===== src/rtl/tcp_tx_seg_gen.sv =====
// tcp_tx_seg_gen: TX-side segment generator for the TCP engine.
// Accepts one flow command, reads the flow's TX/RX state and TX tail pointer,
// computes a window- and MSS-limited segment, emits one descriptor to the
// packet assembler and writes the advanced sequence number back.
// Optional feature macro: TCP_TX_RT_EN (go-back-N retransmit on sched_req_rt).
module tcp_tx_seg_gen #(
    parameter int FLOWID_W = 3,
    parameter int SEQ_W    = 32,
    parameter int WIN_W    = 16,
    parameter int PTR_W    = 16,
    parameter int MSS      = 1024
) (
    input  logic                clk,
    input  logic                rst,
    input  logic                sched_req_val,
    output logic                sched_req_rdy,
    input  logic [FLOWID_W-1:0] sched_req_flowid,
    input  logic                sched_req_need_ack,
    input  logic                sched_req_rt,
    output logic [FLOWID_W-1:0] state_rd_addr,
    input  logic [SEQ_W-1:0]    tx_state_rd_seq,
    input  logic [SEQ_W-1:0]    rx_state_rd_acked,
    input  logic [SEQ_W-1:0]    rx_state_rd_ack_num,
    input  logic [WIN_W-1:0]    rx_state_rd_their_win,
    input  logic [WIN_W-1:0]    rx_state_rd_our_win,
    input  logic [PTR_W:0]      tx_tail_rd_ptr,
    output logic                tx_pkt_val,
    input  logic                tx_pkt_rdy,
    output logic [FLOWID_W-1:0] tx_pkt_flowid,
    output logic [SEQ_W-1:0]    tx_pkt_seq,
    output logic [SEQ_W-1:0]    tx_pkt_ack,
    output logic [WIN_W-1:0]    tx_pkt_win,
    output logic [7:0]          tx_pkt_flags,
    output logic [PTR_W-1:0]    tx_pkt_payload_addr,
    output logic [15:0]         tx_pkt_payload_len,
    output logic                tx_seq_wr_val,
    output logic [FLOWID_W-1:0] tx_seq_wr_addr,
    output logic [SEQ_W-1:0]    tx_seq_wr_data
);

    localparam int LEN_W = 16;
    localparam logic [7:0] FLAG_ACK = 8'h10;
    localparam logic [7:0] FLAG_PSH = 8'h08;

    typedef enum logic [1:0] {IDLE, RD, CALC, OUT} state_t;

    state_t              state_q, state_d;
    logic                rdy_q, rdy_d;
    logic [FLOWID_W-1:0] flowid_q, flowid_d;
    logic                need_ack_q, need_ack_d;
    logic [SEQ_W-1:0]    seq_q, seq_d;
    logic [SEQ_W-1:0]    acked_q, acked_d;
    logic [SEQ_W-1:0]    ack_num_q, ack_num_d;
    logic [WIN_W-1:0]    their_win_q, their_win_d;
    logic [WIN_W-1:0]    our_win_q, our_win_d;
    logic [PTR_W:0]      tail_q, tail_d;
    logic                val_q, val_d;
    logic [SEQ_W-1:0]    pkt_seq_q, pkt_seq_d;
    logic [SEQ_W-1:0]    pkt_ack_q, pkt_ack_d;
    logic [WIN_W-1:0]    pkt_win_q, pkt_win_d;
    logic [7:0]          flags_q, flags_d;
    logic [PTR_W-1:0]    addr_q, addr_d;
    logic [LEN_W-1:0]    len_q, len_d;
    logic [SEQ_W-1:0]    wr_data_q, wr_data_d;

`ifdef TCP_TX_RT_EN
    logic                rt_q, rt_d;
`else
    wire                 unused_rt = sched_req_rt;
`endif

    logic [SEQ_W-1:0]    seq_eff;
    logic [PTR_W:0]      unsent;
    logic [SEQ_W-1:0]    inflight;
    logic [WIN_W-1:0]    usable;
    logic [LEN_W-1:0]    len_c;
    logic                send_c;

    // Segment sizing from the captured flow state: bytes queued, window room, MSS.
    always_comb begin
        seq_eff = seq_q;
`ifdef TCP_TX_RT_EN
        if (rt_q) begin
            seq_eff = acked_q;
        end
`endif
        // The extra wrap bit makes a full buffer distinct from an empty one.
        unsent   = tail_q - seq_eff[PTR_W:0];
        inflight = seq_eff - acked_q;
        usable   = '0;
        if ({{(SEQ_W-WIN_W){1'b0}}, their_win_q} > inflight) begin
            usable = their_win_q - inflight[WIN_W-1:0];
        end
        len_c = LEN_W'(MSS);
        if (32'(unsent) < 32'(len_c)) begin
            len_c = LEN_W'(unsent);
        end
        if (32'(usable) < 32'(len_c)) begin
            len_c = LEN_W'(usable);
        end
        // A pure ACK still goes out when one is owed; retransmits always probe.
        send_c = (len_c != '0) | need_ack_q;
`ifdef TCP_TX_RT_EN
        send_c = send_c | rt_q;
`endif
    end

    // Command sequencing: accept, read RAMs, size segment, hold descriptor.
    always_comb begin
        state_d     = state_q;
        rdy_d       = rdy_q;
        flowid_d    = flowid_q;
        need_ack_d  = need_ack_q;
        seq_d       = seq_q;
        acked_d     = acked_q;
        ack_num_d   = ack_num_q;
        their_win_d = their_win_q;
        our_win_d   = our_win_q;
        tail_d      = tail_q;
        val_d       = val_q;
        pkt_seq_d   = pkt_seq_q;
        pkt_ack_d   = pkt_ack_q;
        pkt_win_d   = pkt_win_q;
        flags_d     = flags_q;
        addr_d      = addr_q;
        len_d       = len_q;
        wr_data_d   = wr_data_q;
`ifdef TCP_TX_RT_EN
        rt_d        = rt_q;
`endif
        case (state_q)
            IDLE: begin
                rdy_d = 1'b1;
                if (sched_req_val && rdy_q) begin
                    flowid_d   = sched_req_flowid;
                    need_ack_d = sched_req_need_ack;
`ifdef TCP_TX_RT_EN
                    rt_d       = sched_req_rt;
`endif
                    rdy_d      = 1'b0;
                    state_d    = RD;
                end
            end
            RD: begin
                seq_d       = tx_state_rd_seq;
                acked_d     = rx_state_rd_acked;
                ack_num_d   = rx_state_rd_ack_num;
                their_win_d = rx_state_rd_their_win;
                our_win_d   = rx_state_rd_our_win;
                tail_d      = tx_tail_rd_ptr;
                state_d     = CALC;
            end
            CALC: begin
                if (send_c) begin
                    val_d     = 1'b1;
                    pkt_seq_d = seq_eff;
                    pkt_ack_d = ack_num_q;
                    pkt_win_d = our_win_q;
                    flags_d   = (len_c != '0) ? (FLAG_ACK | FLAG_PSH) : FLAG_ACK;
                    addr_d    = seq_eff[PTR_W-1:0];
                    len_d     = len_c;
                    wr_data_d = seq_eff + SEQ_W'(len_c);
                    state_d   = OUT;
                end else begin
                    rdy_d   = 1'b1;
                    state_d = IDLE;
                end
            end
            OUT: begin
                if (tx_pkt_rdy) begin
                    val_d   = 1'b0;
                    rdy_d   = 1'b1;
                    state_d = IDLE;
                end
            end
            default: begin
                state_d = IDLE;
            end
        endcase
    end

    // State and output registers; reset abandons any flow in progress.
    always_ff @(posedge clk) begin
        if (rst) begin
            state_q     <= IDLE;
            rdy_q       <= 1'b0;
            flowid_q    <= '0;
            need_ack_q  <= 1'b0;
            seq_q       <= '0;
            acked_q     <= '0;
            ack_num_q   <= '0;
            their_win_q <= '0;
            our_win_q   <= '0;
            tail_q      <= '0;
            val_q       <= 1'b0;
            pkt_seq_q   <= '0;
            pkt_ack_q   <= '0;
            pkt_win_q   <= '0;
            flags_q     <= '0;
            addr_q      <= '0;
            len_q       <= '0;
            wr_data_q   <= '0;
`ifdef TCP_TX_RT_EN
            rt_q        <= 1'b0;
`endif
        end else begin
            state_q     <= state_d;
            rdy_q       <= rdy_d;
            flowid_q    <= flowid_d;
            need_ack_q  <= need_ack_d;
            seq_q       <= seq_d;
            acked_q     <= acked_d;
            ack_num_q   <= ack_num_d;
            their_win_q <= their_win_d;
            our_win_q   <= our_win_d;
            tail_q      <= tail_d;
            val_q       <= val_d;
            pkt_seq_q   <= pkt_seq_d;
            pkt_ack_q   <= pkt_ack_d;
            pkt_win_q   <= pkt_win_d;
            flags_q     <= flags_d;
            addr_q      <= addr_d;
            len_q       <= len_d;
            wr_data_q   <= wr_data_d;
`ifdef TCP_TX_RT_EN
            rt_q        <= rt_d;
`endif
        end
    end

    // The RAMs see the incoming flow id while idle so data lands in RD.
    assign sched_req_rdy       = rdy_q;
    assign state_rd_addr       = rdy_q ? sched_req_flowid : flowid_q;
    assign tx_pkt_val          = val_q;
    assign tx_pkt_flowid       = flowid_q;
    assign tx_pkt_seq          = pkt_seq_q;
    assign tx_pkt_ack          = pkt_ack_q;
    assign tx_pkt_win          = pkt_win_q;
    assign tx_pkt_flags        = flags_q;
    assign tx_pkt_payload_addr = addr_q;
    assign tx_pkt_payload_len  = len_q;
    // Writeback fires only in the handshake cycle and never while in reset.
    assign tx_seq_wr_val       = val_q & tx_pkt_rdy & (len_q != '0) & ~rst;
    assign tx_seq_wr_addr      = flowid_q;
    assign tx_seq_wr_data      = wr_data_q;

endmodule


===== config.mk =====
export PLATFORM = sky130hd
export DESIGN_NAME = tcp_tx_seg_gen
export DESIGN_NICKNAME = d
export VERILOG_FILES = /design/src/rtl/tcp_tx_seg_gen.sv
export SDC_FILE = /design/constraint.sdc
export NUM_CORES = 1
export LEC_CHECK = 0
export ABC_AREA = 0
export CORE_UTILIZATION = 53
export DETAILED_ROUTE_END_ITERATION = 8
export HOLD_SLACK_MARGIN = 0.05
export PLACE_DENSITY = 0.79
export SYNTH_ARGS = -nofsm -noshare
export SYNTH_HDL_FRONTEND = slang
export SYNTH_SLANG_ARGS = --single-unit

===== constraint.sdc =====
create_clock -name clk -period 10.8 [get_ports clk]
set_input_delay 2.16 -clock clk [delete_from_list [all_inputs] [get_ports clk]]
set_output_delay 2.16 -clock clk [all_outputs]
set_load 0.005 [all_outputs]

==> results of run 1 <==
registers in the layout, summed over array words and instances (netlist names):
register,flops
ack_num_q,32
acked_q,32
seq_eff,32
tx_pkt_ack,32
tx_pkt_seq,32
tx_seq_wr_data,32
tail_q,17
our_win_q,16
their_win_q,16
tx_pkt_payload_len,16
tx_pkt_win,16
tx_pkt_flowid,3
state_q,2
tx_pkt_flags,2
need_ack_q,1
sched_req_rdy,1
tx_pkt_val,1
layout make-up:
type                            instances  area (sq um)
Antenna cell                            4         10.01
Clock buffer                           40         858.3
Clock inverter                         16         255.2
Fill cell                            2454          9663
Inverter                               95         361.6
Multi-Input combinational cell       1588          9774
Sequential cell                       283          5669
Tap cell                              396         495.5
Timing Repair Buffer                  349          3422
kinds of logic (layout without fill, tap and decap cells):
logic type | after synthesis | in the layout | synth area share (%)
multiplexers | 109 | 109 | 6.860
AND/OR/NAND/NOR | 800 | 800 | 20.97
AO/OA/AOI/OAI | 500 | 500 | 19.76
other | 2 | 15 | 0.04570
buffers and inverters | 244 | 500 | 6.517
adder cells (fa/ha/maj) | 98 | 98 | 7.644
XOR/XNOR | 70 | 70 | 3.730
flip-flops | 283 | 283 | 34.47
routing by layer:
metal  share of wire, %  global-route usage (%)  vias to the layer above
met1                 44                   39.36                     7314
met2                 46                   48.05                      549
li1                   -                       -                     7720
met4                3.4                   10.19                        0
met5                  0                       0                        -
met3                6.6                   4.518                      103
worst register-to-register path, delay by kind of cell, from the launching register on:
family	cells	cell delay, ps
xor+xnor	2	480
buf+inv	6	1050
fa+ha+maj	5	1600
flops	1	320
simple gates	11	1510
compound gates	24	4880
power by group through the flow:
| stage | logic (mW) | registers [mW] | clock network [mW] |
|---|---|---|---|
| final | 0.602 | 1.09 | 1.15 |
| after global placement | 0.575 | 1.11 | 0 |
| after floorplan | 0.413 | 1.11 | 0 |
| after CTS | 0.590 | 1.09 | 1.16 |
| after global routing | 0.658 | 1.09 | 1.20 |
| after detailed placement | 0.585 | 1.11 | 0 |
how the worst min path moves through the flow:
stage	startpoint	to	slack [ps]	depth (start not counted)
6_report	ack_num_q[0]	tx_pkt_ack[0]	440	2
3_5_place_dp	our_win_q[11]	our_win_q[11]	450	2
5_1_grt	ack_num_q[0]	tx_pkt_ack[0]	460	2
2_1_floorplan	acked_q[10]	acked_q[10]	440	2
4_1_cts	ack_num_q[0]	tx_pkt_ack[0]	450	2
3_3_place_gp	tx_pkt_seq[16]	tx_pkt_seq[16]	440	2
cell usage in the layout, fill, tap and decap left out, types with 24 or more instances in the layout:
| master | count |
|---|---|
| buf_4 | 37 |
| o21ai_0 | 42 |
| a211oi_1 | 37 |
| clkdlybuf4s50_1 | 309 |
| nand3_1 | 27 |
| dfxtp_1 | 282 |
| a21oi_1 | 217 |
| xnor2_1 | 41 |
| mux2i_1 | 95 |
| nand2_1 | 543 |
| a21o_1 | 33 |
| nor2b_1 | 24 |
| ha_1 | 94 |
| nor2_1 | 79 |
| xor2_1 | 29 |
| inv_1 | 94 |
| clkbuf_16 | 30 |
==> qor.txt, run 1 <==
Clock Power Share: 40.5%
Synth top area cells: dfxtp_1 (34%), nand2_1 (12%), ha_1 (7.2%)
Die Wd: 178.1 microns
Final period util: 92.17%
TritonCTS Buffers: 30
Worst path slowest cell: a2111o_1
F_max: 0.1005 GHz
HP Class: reg -> reg
Worst Setup End Kind: register
Final worst path period need: 9955 ps
DR vias/cell: 5.661
Unrepaired setup endpoints after global routing: no
Vias: 15686
Logic pwr share: 21.2%
GRT Residual Overflow: 0
Worst-path fanout max: 11
Max Cap Viol: 0
Most frequent cell after synthesis: nand2_1
Io pins: 318
Worst Setup SP: acked_q[6]
Critical Path Stages: 48
GPL Wtd Cong: 0.9510
Worst R2R Start: acked_q[6]
Mean Syn Cell Area: 7.804 sq um
Leakage power: 7.849 nW
Vias in the first global route: 14462
Reg2Reg Depth: 48
Detailed-placement wirelength estimate: 35.12 mm
Register area share after synthesis: 34.47%
Number of H-tree levels: 1
Crit path max-delay family: compound AO/OA/AOI/OAI gates
Final setup fails: 0
Area leader, netlist: dfxtp_1
Top_reg_cell synth: dfxtp_1
Status: finished clean
Router iterations before antenna repair: 5
Antenna violations before repair: 1
First-pass GRT wire length: 74.73 mm
Post-route ant nets: 0
Core Rows: 64
Starting DRT DRC Count: 1330
Worst Path Required: 11270 ps
Post-cts sizing count: 0
Core ar.: 30510 sq um
Post-synth EDFFs: 0
Sink Count: 283
Ys Warns: 0
CTS clk-pin slew, worst paths: 60 ps
Async set-reset flop share out of synthesis: 0%
Setup slack at placement: 727.1 ps
Drt total wl: 48.53 mm
Clk_skew: 39.20 ps
Worst Setup EP: tx_seq_wr_data[20]
Starting Density: 53.87%
Final hold slack: 442.1 ps
Area grow syn2layout: 26.84%
Post-Syn Area: 16430 sq um
Share of the synthesized area in the top cell type: 34.47%
Commonest cells in the netlist: nand2_1 (543), dfxtp_1 (283), a21oi_1 (219)
Worst slew margin: 21.57%
Actual slew at the worst max-slew pin: 1176 ps
Synthesized flop and latch total: 283
# Post-CTS Setup Buffers: 0
Sequential power share: 38.3%
Die Y: 178.1 microns
Switching share of power: 28.43%
CP bufs+invs: 6
Hold Fails Final Rpt: 0
PwrDens: 136.4 nW/um^2
Synth Instances: 2106
Drt wl/cell: 17.51 microns
DRC Markers: 0
Max Slew Vio Count: 0
TritonCTS clock tree: yes
Post-route cell area: 20850 sq um
Share of layout cells above drive strength 1: 6.284%
Setup Crit Path Kind: reg -> reg
Crit path largest cell delay: 480 ps
Nets: 2599
Clock Tree Buf Depth: 3
Clk Latency, worst-skew pair: 590 ps
Placed cell count: 2711
Synth cell types: 83
Worst reg2reg path endpoint: tx_seq_wr_data[20]
Gr usage total: 29.44%
Hold buffer count at cts: 0
Final Util: 68.33%
Pin count of the biggest net entering global routing: 118
Final setup margin: 845.3 ps
Area of the die: 31720 sq um
Pwr Total: 2.843 mW
Setup TNS: 0 ps
Post-Layout Cell Count: 2771
P_sw: 808.5 uW
Worst EP arrival: 10430 ps
Cell internal pwr: 2.035 mW
R2r setup slk: 850 ps
Clk root buf: clkbuf_16
Startpoint type of the worst setup path: register
Port bufs: 310
Placed Instance Area: 19710 sq um
VDD IR-drop max: 134.2 uV
Note: power is estimated with default switching activity, not from simulation.
==> run 2: changes to the inputs <==
Settings changed: CORE_MARGIN set to 2, CORE_UTILIZATION 53 to 51, PLACE_DENSITY 0.79 to 0.77, SKIP_LAST_GASP set to 1.
==> run 2 against run 1 <==
Against the previous run: die area grew 6.2%; via count shrank 0.15%; sequential cell count is the same; clock skew shrank 26 ps; combinational power is essentially flat; first-iteration DRC count shrank 10%; routed wire length shrank 0.12%; clock power shrank 9%; fmax grew 0.15%; cell area shrank 0.47%; final cell count is essentially flat.
==> qor.txt, run 2 (same netlist as run 1, synthesis figures left out) <==
Min-delay src: acked_q[6]
Share of layout cells above drive strength 1: 6.121% (-0.16 points)
Worst EP arrival: 10420 ps (about the same)
Number of H-tree levels: 1 (unchanged)
Startpoint type of the worst setup path: register
Io pins: 318 (unchanged)
Gr usage total: 27.79% (-1.6 points)
Drt total wl: 48.47 mm (-0.12%)
Commonest non-fill, non-tap cell in the layout: nand2_1
First-pass GRT wire length: 76.45 mm (+2.3%)
Drt wl/cell: 17.48 microns (-0.19%)
Starting DRT DRC Count: 1196 (-10%)
DRC Markers: 0 (unchanged)
Clock Tree Buf Depth: 3 (unchanged)
Crit path largest cell delay: 510 ps (+30 ps)
Final period util: 92.03% (-0.14 points)
Worst R2R Start: seq_eff[1]
Die Y: 183.5 microns (+3.0%)
Clk root buf: clkbuf_16
Die Wd: 183.5 microns (+3.0%)
# Post-CTS Setup Buffers: 0 (unchanged)
Detailed-placement wirelength estimate: 35.15 mm (about the same)
CP bufs+invs: 5 (-1)
Final setup margin: 860.3 ps (+14.97 ps)
HP Class: reg -> reg
Area of the die: 33680 sq um (+6.2%)
TritonCTS clock tree: yes
Clk Latency, worst-skew pair: 570 ps (-20 ps)
Post-Layout Cell Count: 2773 (+0.072%)
F_max: 0.1006 GHz (+0.15%)
Max Slew Vio Count: 0 (unchanged)
Final Util: 65.58% (-2.7 points)
GRT Residual Overflow: 0 (unchanged)
Leakage power: 7.797 nW (-0.66%)
Worst Setup SP: seq_eff[1]
Nets: 2601 (+0.077%)
Worst path slowest cell: dfxtp_2
DR vias/cell: 5.648 (-0.23%)
Worst-path fanout max: 8 (-3)
Core Rows: 65 (+1.6%)
Unrepaired setup endpoints after global routing: no
GPL Wtd Cong: 0.8970 (-5.7%)
Crit path max-delay family: compound AO/OA/AOI/OAI gates
Setup Crit Path Kind: reg -> reg
Setup TNS: 0 ps (unchanged)
Worst slew margin: 19.26% (-2.3 points)
Setup slack at placement: 917.4 ps (+190.3 ps)
Final hold slack: 452.9 ps (+10.77 ps)
Worst Path Required: 11280 ps (about the same)
TritonCTS Buffers: 30 (unchanged)
Clk_skew: 13.14 ps (-26.05 ps)
Router iterations before antenna repair: 6 (+1)
Hold Fails Final Rpt: 0 (unchanged)
Pin count of the biggest net entering global routing: 113 (-4.2%)
Area grow syn2layout: 26.25%
VDD IR-drop max: 141.4 uV (+5.4%)
Worst Setup End Kind: register
Final worst path period need: 9940 ps (-14.97 ps)
Core ar.: 31640 sq um (+3.7%)
Max Cap Viol: 0 (unchanged)
Final setup fails: 0 (unchanged)
Most frequent cells in the layout: nand2_1 (543), clkdlybuf4s50_1 (309), dfxtp_1 (282)
Actual slew at the worst max-slew pin: 1211 ps (+34.69 ps)
Starting Density: 51.95% (-1.9 points)
Vias in the first global route: 14647 (+1.3%)
Port bufs: 310 (unchanged)
Placed cell count: 2719 (+0.30%)
Vias: 15662 (-0.15%)
PwrDens: 132.3 nW/um^2 (-3.0%)
Status: finished clean
Antenna violations before repair: 2 (+1)
Sink Count: 283 (unchanged)
CTS clk-pin slew, worst paths: 60 ps (about the same)
Post-route ant nets: 0 (unchanged)
Hold buffer count at cts: 0 (unchanged)
-- run 2: changes by cell type in the layout (fill, tap and decap cells not counted), sizes merged --
| cell | previous run | this run |
|---|---|---|
| inv | 98 | 95 |
| diode | 4 | 2 |
| bufinv | 6 | 2 |
| clkbuf | 40 | 42 |
| buf | 40 | 42 |
| clkinvlp | 0 | 1 |
-- run 2: path summary, 6_finish.rpt --
check	to	slack, ps	cells past startpoint
max	tx_seq_wr_data[20]	860	45
min	acked_q[6]	450	2
max reg2reg	tx_seq_wr_data[20]	860	45
min reg2reg	acked_q[6]	450	2
-- run 2: repair_timing --
item / in CTS / in global routing
endpoints found under the hold margin: 0 / 0
endpoints found under the setup margin: 0 / 4
resized for setup: 0 / 1
-- run 2: power breakdown --
| group | internal [mW] | leakage [nW] | switching (mW) |
|---|---|---|---|
| Combinational | 0.262 | 5.01 | 0.342 |
| Clock | 0.621 | 0.503 | 0.429 |
| Sequential | 1.07 | 2.29 | 0.0215 |
-- run 2: routing by layer --
metal	part of all wire [%]	track usage (%)	vias to the layer above
met5	0	0	-
met4	3.0	9.088	0
met3	5.3	3.308	89
met2	47	45.98	482
met1	45	37.74	7369
li1	-	-	7722
-- run 2: through the flow --
step,power [mW],cell area [sq um]
after floorplan,1.518,16470
after global placement,1.692,19730
after detailed placement,1.703,19730
after CTS,2.749,20740
after global routing,2.857,20750
final,2.744,20750
-- run 2: area by class of cell --
type / count / area, sq um
Clock buffer: 42 / 895.9
Multi-Input combinational cell: 1588 / 9762
Fill cell: 2681 / 10890
Sequential cell: 283 / 5667
Tap cell: 402 / 503.0
Antenna cell: 2 / 5.005
Clock inverter: 10 / 117.6
Inverter: 95 / 361.6
Timing Repair Buffer: 351 / 3437
-- run 2: worst reg2reg max path: cells and delay by family (launching register included) --
| family | cells | cell delay (ps) |
|---|---|---|
| compound gates | 21 | 4680 |
| xor+xnor | 2 | 510 |
| fa+ha+maj | 5 | 1550 |
| buf+inv | 5 | 790 |
| flops | 1 | 510 |
| simple gates | 12 | 1800 |
==> run 3: changes to the inputs <==
Settings changed: CTS_BUF_LIST set to sky130_fd_sc_hd__clkbuf_8 sky130_fd_sc_hd__clkbuf_16, GPL_TIMING_DRIVEN set to 0, SETUP_SLACK_MARGIN set to 0.4.
==> run 3 against run 2 <==
Against the previous run: fmax grew 1.3%; utilization up 1.5 points; critical path depth shrank 4; power increased by 0.53%; via count up 3.8%; critical endpoint is now tx_seq_wr_data[16].
==> qor.txt, run 3 (same netlist as run 1, synthesis figures left out) <==
Post-route ant nets: 0 (unchanged)
DR vias/cell: 5.637 (-0.20%)
Clock Tree Buf Depth: 3 (unchanged)
PwrDens: 130.0 nW/um^2 (-1.7%)
Drt wl/cell: 18.34 microns (+4.9%)
Actual slew at the worst max-slew pin: 1037 ps (-174.7 ps)
Number of H-tree levels: 1 (unchanged)
F_max: 0.1019 GHz (+1.3%)
Pin count of the biggest net entering global routing: 15 (-87%)
Final hold slack: 453.3 ps (+0.4650 ps)
Status: finished clean
Max Slew Vio Count: 0 (unchanged)
Starting DRT DRC Count: 1090 (-8.9%)
GRT Residual Overflow: 0 (unchanged)
Area grow syn2layout: 29.14%
Router iterations before antenna repair: 5 (-1)
Die Wd: 183.5 microns (unchanged)
Starting Density: 51.95% (unchanged)
Fill cell count: 2739 (+2.2%)
Hold Fails Final Rpt: 0 (unchanged)
Commonest non-fill, non-tap cell in the layout: nand2_1
Startpoint type of the worst setup path: register
Worst-path fanout max: 10 (+2)
Final worst path period need: 9816 ps (-123.8 ps)
Reg2Reg Depth: 41 (-8.9%)
Setup Crit Path Kind: reg -> reg
Clk Latency, worst-skew pair: 570 ps (about the same)
Core Rows: 65 (unchanged)
Gr usage total: 30.45% (+2.7 points)
Worst R2R Start: seq_eff[3]
Clk_skew: 14.10 ps (+0.9537 ps)
Most frequent cells in the layout: nand2_1 (542), clkdlybuf4s50_1 (309), dfxtp_1 (280)
Post-Layout Cell Count: 2885 (+4.0%)
Sink Count: 283 (unchanged)
Port bufs: 309 (-0.32%)
Leakage power: 7.986 nW (+2.4%)
TritonCTS clock tree: yes
Max Cap Viol: 0 (unchanged)
DRC Markers: 0 (unchanged)
Nets: 2712 (+4.3%)
Vias: 16262 (+3.8%)
Clk root buf: clkbuf_16
TritonCTS Buffers: 30 (unchanged)
VDD IR-drop max: 122.9 uV (-13%)
Post-route cell area: 21220 sq um (+2.3%)
Hold Crit Endpoint: acked_q[15]
Worst path slowest cell: dfxtp_1
Worst Path Required: 11310 ps (+30 ps)
Worst EP arrival: 10330 ps (-90 ps)
Worst reg2reg path endpoint: tx_seq_wr_data[16]
HP Class: reg -> reg
Vias in the first global route: 15301 (+4.5%)
Share of layout cells above drive strength 1: 6.530% (+0.41 points)
Setup TNS: 0 ps (unchanged)
Worst Setup End Kind: register
Final setup fails: 0 (unchanged)
Min-delay src: acked_q[15]
Cells on Worst Hold Path: 2 (unchanged)
Area of the die: 33680 sq um (unchanged)
GPL Wtd Cong: 0.9469 (+5.6%)
Final period util: 90.89% (-1.1 points)
R2r setup slk: 980 ps (+120 ps)
Die Y: 183.5 microns (unchanged)
Final setup margin: 984.0 ps (+123.8 ps)
Core ar.: 31640 sq um (unchanged)
Setup slack at placement: -1303 ps (-2221 ps)
Placed Instance Area: 20060 sq um (+1.7%)
First-pass GRT wire length: 81.74 mm (+6.9%)
FF+latch area: 5669 sq um (about the same)
Placed cell count: 2826 (+3.9%)
Crit path largest cell delay: 460 ps (-50 ps)
Hold buffer count at cts: 0 (unchanged)
Unrepaired setup endpoints after global routing: no
Antenna violations before repair: 2 (unchanged)
Detailed-placement wirelength estimate: 41.24 mm (+17%)
Area occupied by multi-input gates: 9842 sq um (+0.82%)
Io pins: 318 (unchanged)
CTS clk-pin slew, worst paths: 60 ps (about the same)
Worst slew margin: 30.90% (+12 points)
Drt total wl: 52.91 mm (+9.2%)
[run 3: layer usage]
layer | share of wire [%] | vias to the layer above | track usage [%]
li1 | - | 7964 | -
met1 | 44 | 7635 | 40.64
met2 | 46 | 538 | 50.51
met3 | 5.3 | 125 | 2.694
met4 | 4.7 | 0 | 13.02
met5 | 0 | - | 0
[run 3: timing repair]
| action | 4_1_cts | 5_1_grt |
|---|---|---|
| setup endpoints to repair | 25 | 19 |
| buffers inserted | 2 | 2 |
| resized for setup | 15 | 21 |
| pin swaps | 1 | 3 |
[run 3: cell type report]
type	count	area share, %
Clock buffer	36	3.979
Buffer	149	3.408
Antenna cell	2	0.02358
Timing Repair Buffer	313	14.72
Multi-Input combinational cell	1588	46.37
Inverter	95	1.680
Clock inverter	17	0.7369
Tap cell	402	2.370
Sequential cell	283	26.71
[run 3: through the flow]
| step | util, % | total power, mW |
|---|---|---|
| 4_1_cts | 66.76 | 2.758 |
| 5_1_grt | 67.08 | 2.876 |
| 2_1_floorplan | - | 1.518 |
| 3_5_place_dp | 63.42 | 1.714 |
| 6_report | 67.08 | 2.759 |
| 3_3_place_gp | 63.42 | 1.703 |
[run 3: worst max path at each step]
stage / startpoint / end / cells past startpoint
2_1_floorplan: seq_eff[0] / tx_seq_wr_data[16] / 41
3_3_place_gp: seq_eff[1] / tx_seq_wr_data[16] / 41
3_5_place_dp: seq_eff[1] / tx_seq_wr_data[16] / 41
4_1_cts: seq_eff[1] / tx_seq_wr_data[16] / 41
5_1_grt: seq_eff[0] / tx_seq_wr_data[18] / 46
6_report: seq_eff[3] / tx_seq_wr_data[16] / 41
[run 3: worst max-delay path: cells and delay by family (launching register included)]
family / cells / cell delay [ps]
AO/OA/AOI/OAI: 25 / 5740
AND/OR/NAND/NOR: 6 / 1040
flip-flops: 1 / 460
buffers and inverters: 4 / 690
adder cells (fa/ha/maj): 4 / 1520
XOR/XNOR: 2 / 310
[run 3: where the power goes]
group          total [mW]  internal [mW]  switching [mW]  leakage [nW]
combinational       0.617          0.269           0.349          5.18
clock                1.05          0.620           0.427         0.518
sequential           1.09           1.07          0.0257          2.29
==> RTL change: new RTL, flow settings as in run 1 <==
The parameter `FLOWID_W` goes from 3 to 6.
--- a/src/rtl/tcp_tx_seg_gen.sv
+++ b/src/rtl/tcp_tx_seg_gen.sv
@@ -4,7 +4,7 @@
 // packet assembler and writes the advanced sequence number back.
 // Optional feature macro: TCP_TX_RT_EN (go-back-N retransmit on sched_req_rt).
 module tcp_tx_seg_gen #(
-    parameter int FLOWID_W = 3,
+    parameter int FLOWID_W = 6,
     parameter int SEQ_W    = 32,
     parameter int WIN_W    = 16,
     parameter int PTR_W    = 16,
Ports: changed (resized sched_req_flowid, state_rd_addr, tx_pkt_flowid and tx_seq_wr_addr); port bits go from 318 to 330. The function was not compared with the original's and may differ.
==> RTL change against run 1 <==
Combinational power is 51% higher; synthesized cell count is 1.7% lower; wire length is 1.1% higher; total power is 11% higher; hold slack better by 0.013 ns; worst setup slack worse by 0.14 ns; core utilization is 0.57 points higher; final area is 1.4% higher; non-clock buffer count is 20 higher; sequential cell count is 3 higher; synthesized area is 0.72% higher; count of clock-buffer cells in the layout is 1 lower; critical path type unchanged; largest cell class unchanged; largest power group is now sequential cells; highest routed layer unchanged.
==> RTL change: results (changes against run 1) <==
Switching portion of total power: 0.322 (+0.0376)
Met1 usage: 0.386 (-0.00770)
Sequential share of the synthesized area: 0.346 (+0.00115)
Largest net degree at the start of global routing: 79 (-33%)
Data-path buffer share of cell area in the final layout: 0.170 (+0.00633)
Power consumed by combinational cells: 910 uW (+51%)
Adder-cell share of the synthesized area: 0.0759 (-0.000549)
Worst reg2reg path startpoint: seq_eff[0]
Synthesized-area fraction occupied by xor and xnor cells: 0.0376 (+0.000261)
Share of synthesized area spent on multiplexers: 0.0714 (+0.00283)
Worst vdd ir: 0.125 mV (-6.7%)
Antenna violations before repair: 0 (-1)
Share of power burned in the clock network: 0.356 (-0.049)
Vias in the first global route: 14.8k (+2.3%)
Clock buffer and inverter area fraction after layout: 0.0515 (-0.00196)
Violation count after the first detailed-routing iteration: 919 (-31%)
Final weighted congestion in routability-driven placement: 0.976 (+2.6%)
Sequential cell area: 5730 um2 (+1.0%)
Antenna Cells: 0 (-4)
Worst Hold Endpoint: acked_q[19]
Signal arrival time at the worst endpoint: 10.54 ns (+0.11 ns)
Layout cell share with drive strength beyond 1: 0.0724 (+0.00952)
Total met2 wirelength after detailed routing: 22600 um (+0.98%)
NumNets Final: 2594 (-0.19%)
Total track usage: 0.300 (+0.00521)
Outcome: complete, no violations
Largest fanout of any net on the critical path: 8 (-3)
Top cells by instance count after synthesis: nand2_1, dfxtp_1, a21oi_1
Compound-gate portion of the synthesized area: 0.199 (+0.00168)
Wire length of the first global-routing pass: 76100 um (+1.8%)
==> RTL change: changes by cell type in the layout (fill, tap and decap cells not counted), moves of 8 or more <==
cell,change
clkdlybuf4s50_1,+12
o211ai_1,-16
mux2i_1,+13
nor3_1,-10
buf_4,+8
a31o_2,-10
o22ai_1,+9
a211oi_1,-18
a31oi_1,-9
nor2b_1,-12
==> RTL change: stage by stage <==
| stage | util | instance area [um2] | std cells | setup WS [ns] |
|---|---|---|---|---|
| 5_1_grt | 0.689 | 21100 | 2759 | -0.0330 |
| 4_1_cts | 0.687 | 21100 | 2756 | 0.324 |
| 2_1_floorplan | - | 16600 | 2079 | 1.36 |
| 3_5_place_dp | 0.651 | 20000 | 2700 | 0.352 |
| 3_3_place_gp | 0.651 | 20000 | 2700 | 0.641 |
| 6_report | 0.689 | 21100 | 2759 | 0.709 |
==> RTL change: kinds of logic (layout without fill, tap and decap cells) <==
group                    after synthesis  count (layout)
flip-flops                           286             286
AND/OR/NAND/NOR                      776             776
adder cells (fa/ha/maj)               98              98
XOR/XNOR                              71              71
other                                  2              11
buffers and inverters                234             518
AO/OA/AOI/OAI                        486             486
multiplexers                         117             117
==> RTL change: worst max-delay path by stage <==
stage	cells past startpoint	endpoint	start	slack, ns
after CTS	43	tx_seq_wr_data[22]	seq_eff[1]	0.32
after global placement	46	tx_seq_wr_data[22]	seq_eff[1]	0.64
after floorplan	45	tx_seq_wr_data[31]	seq_eff[1]	1.36
after global routing	47	tx_seq_wr_data[24]	seq_eff[0]	-0.03
after detailed placement	43	tx_seq_wr_data[22]	seq_eff[1]	0.35
final	47	tx_seq_wr_data[31]	seq_eff[0]	0.71
==> RTL change: timing repair <==
action / CTS / global route
endpoints found under the setup margin: 0 / 18
resized for setup: 0 / 9
buffers inserted: 0 / 3
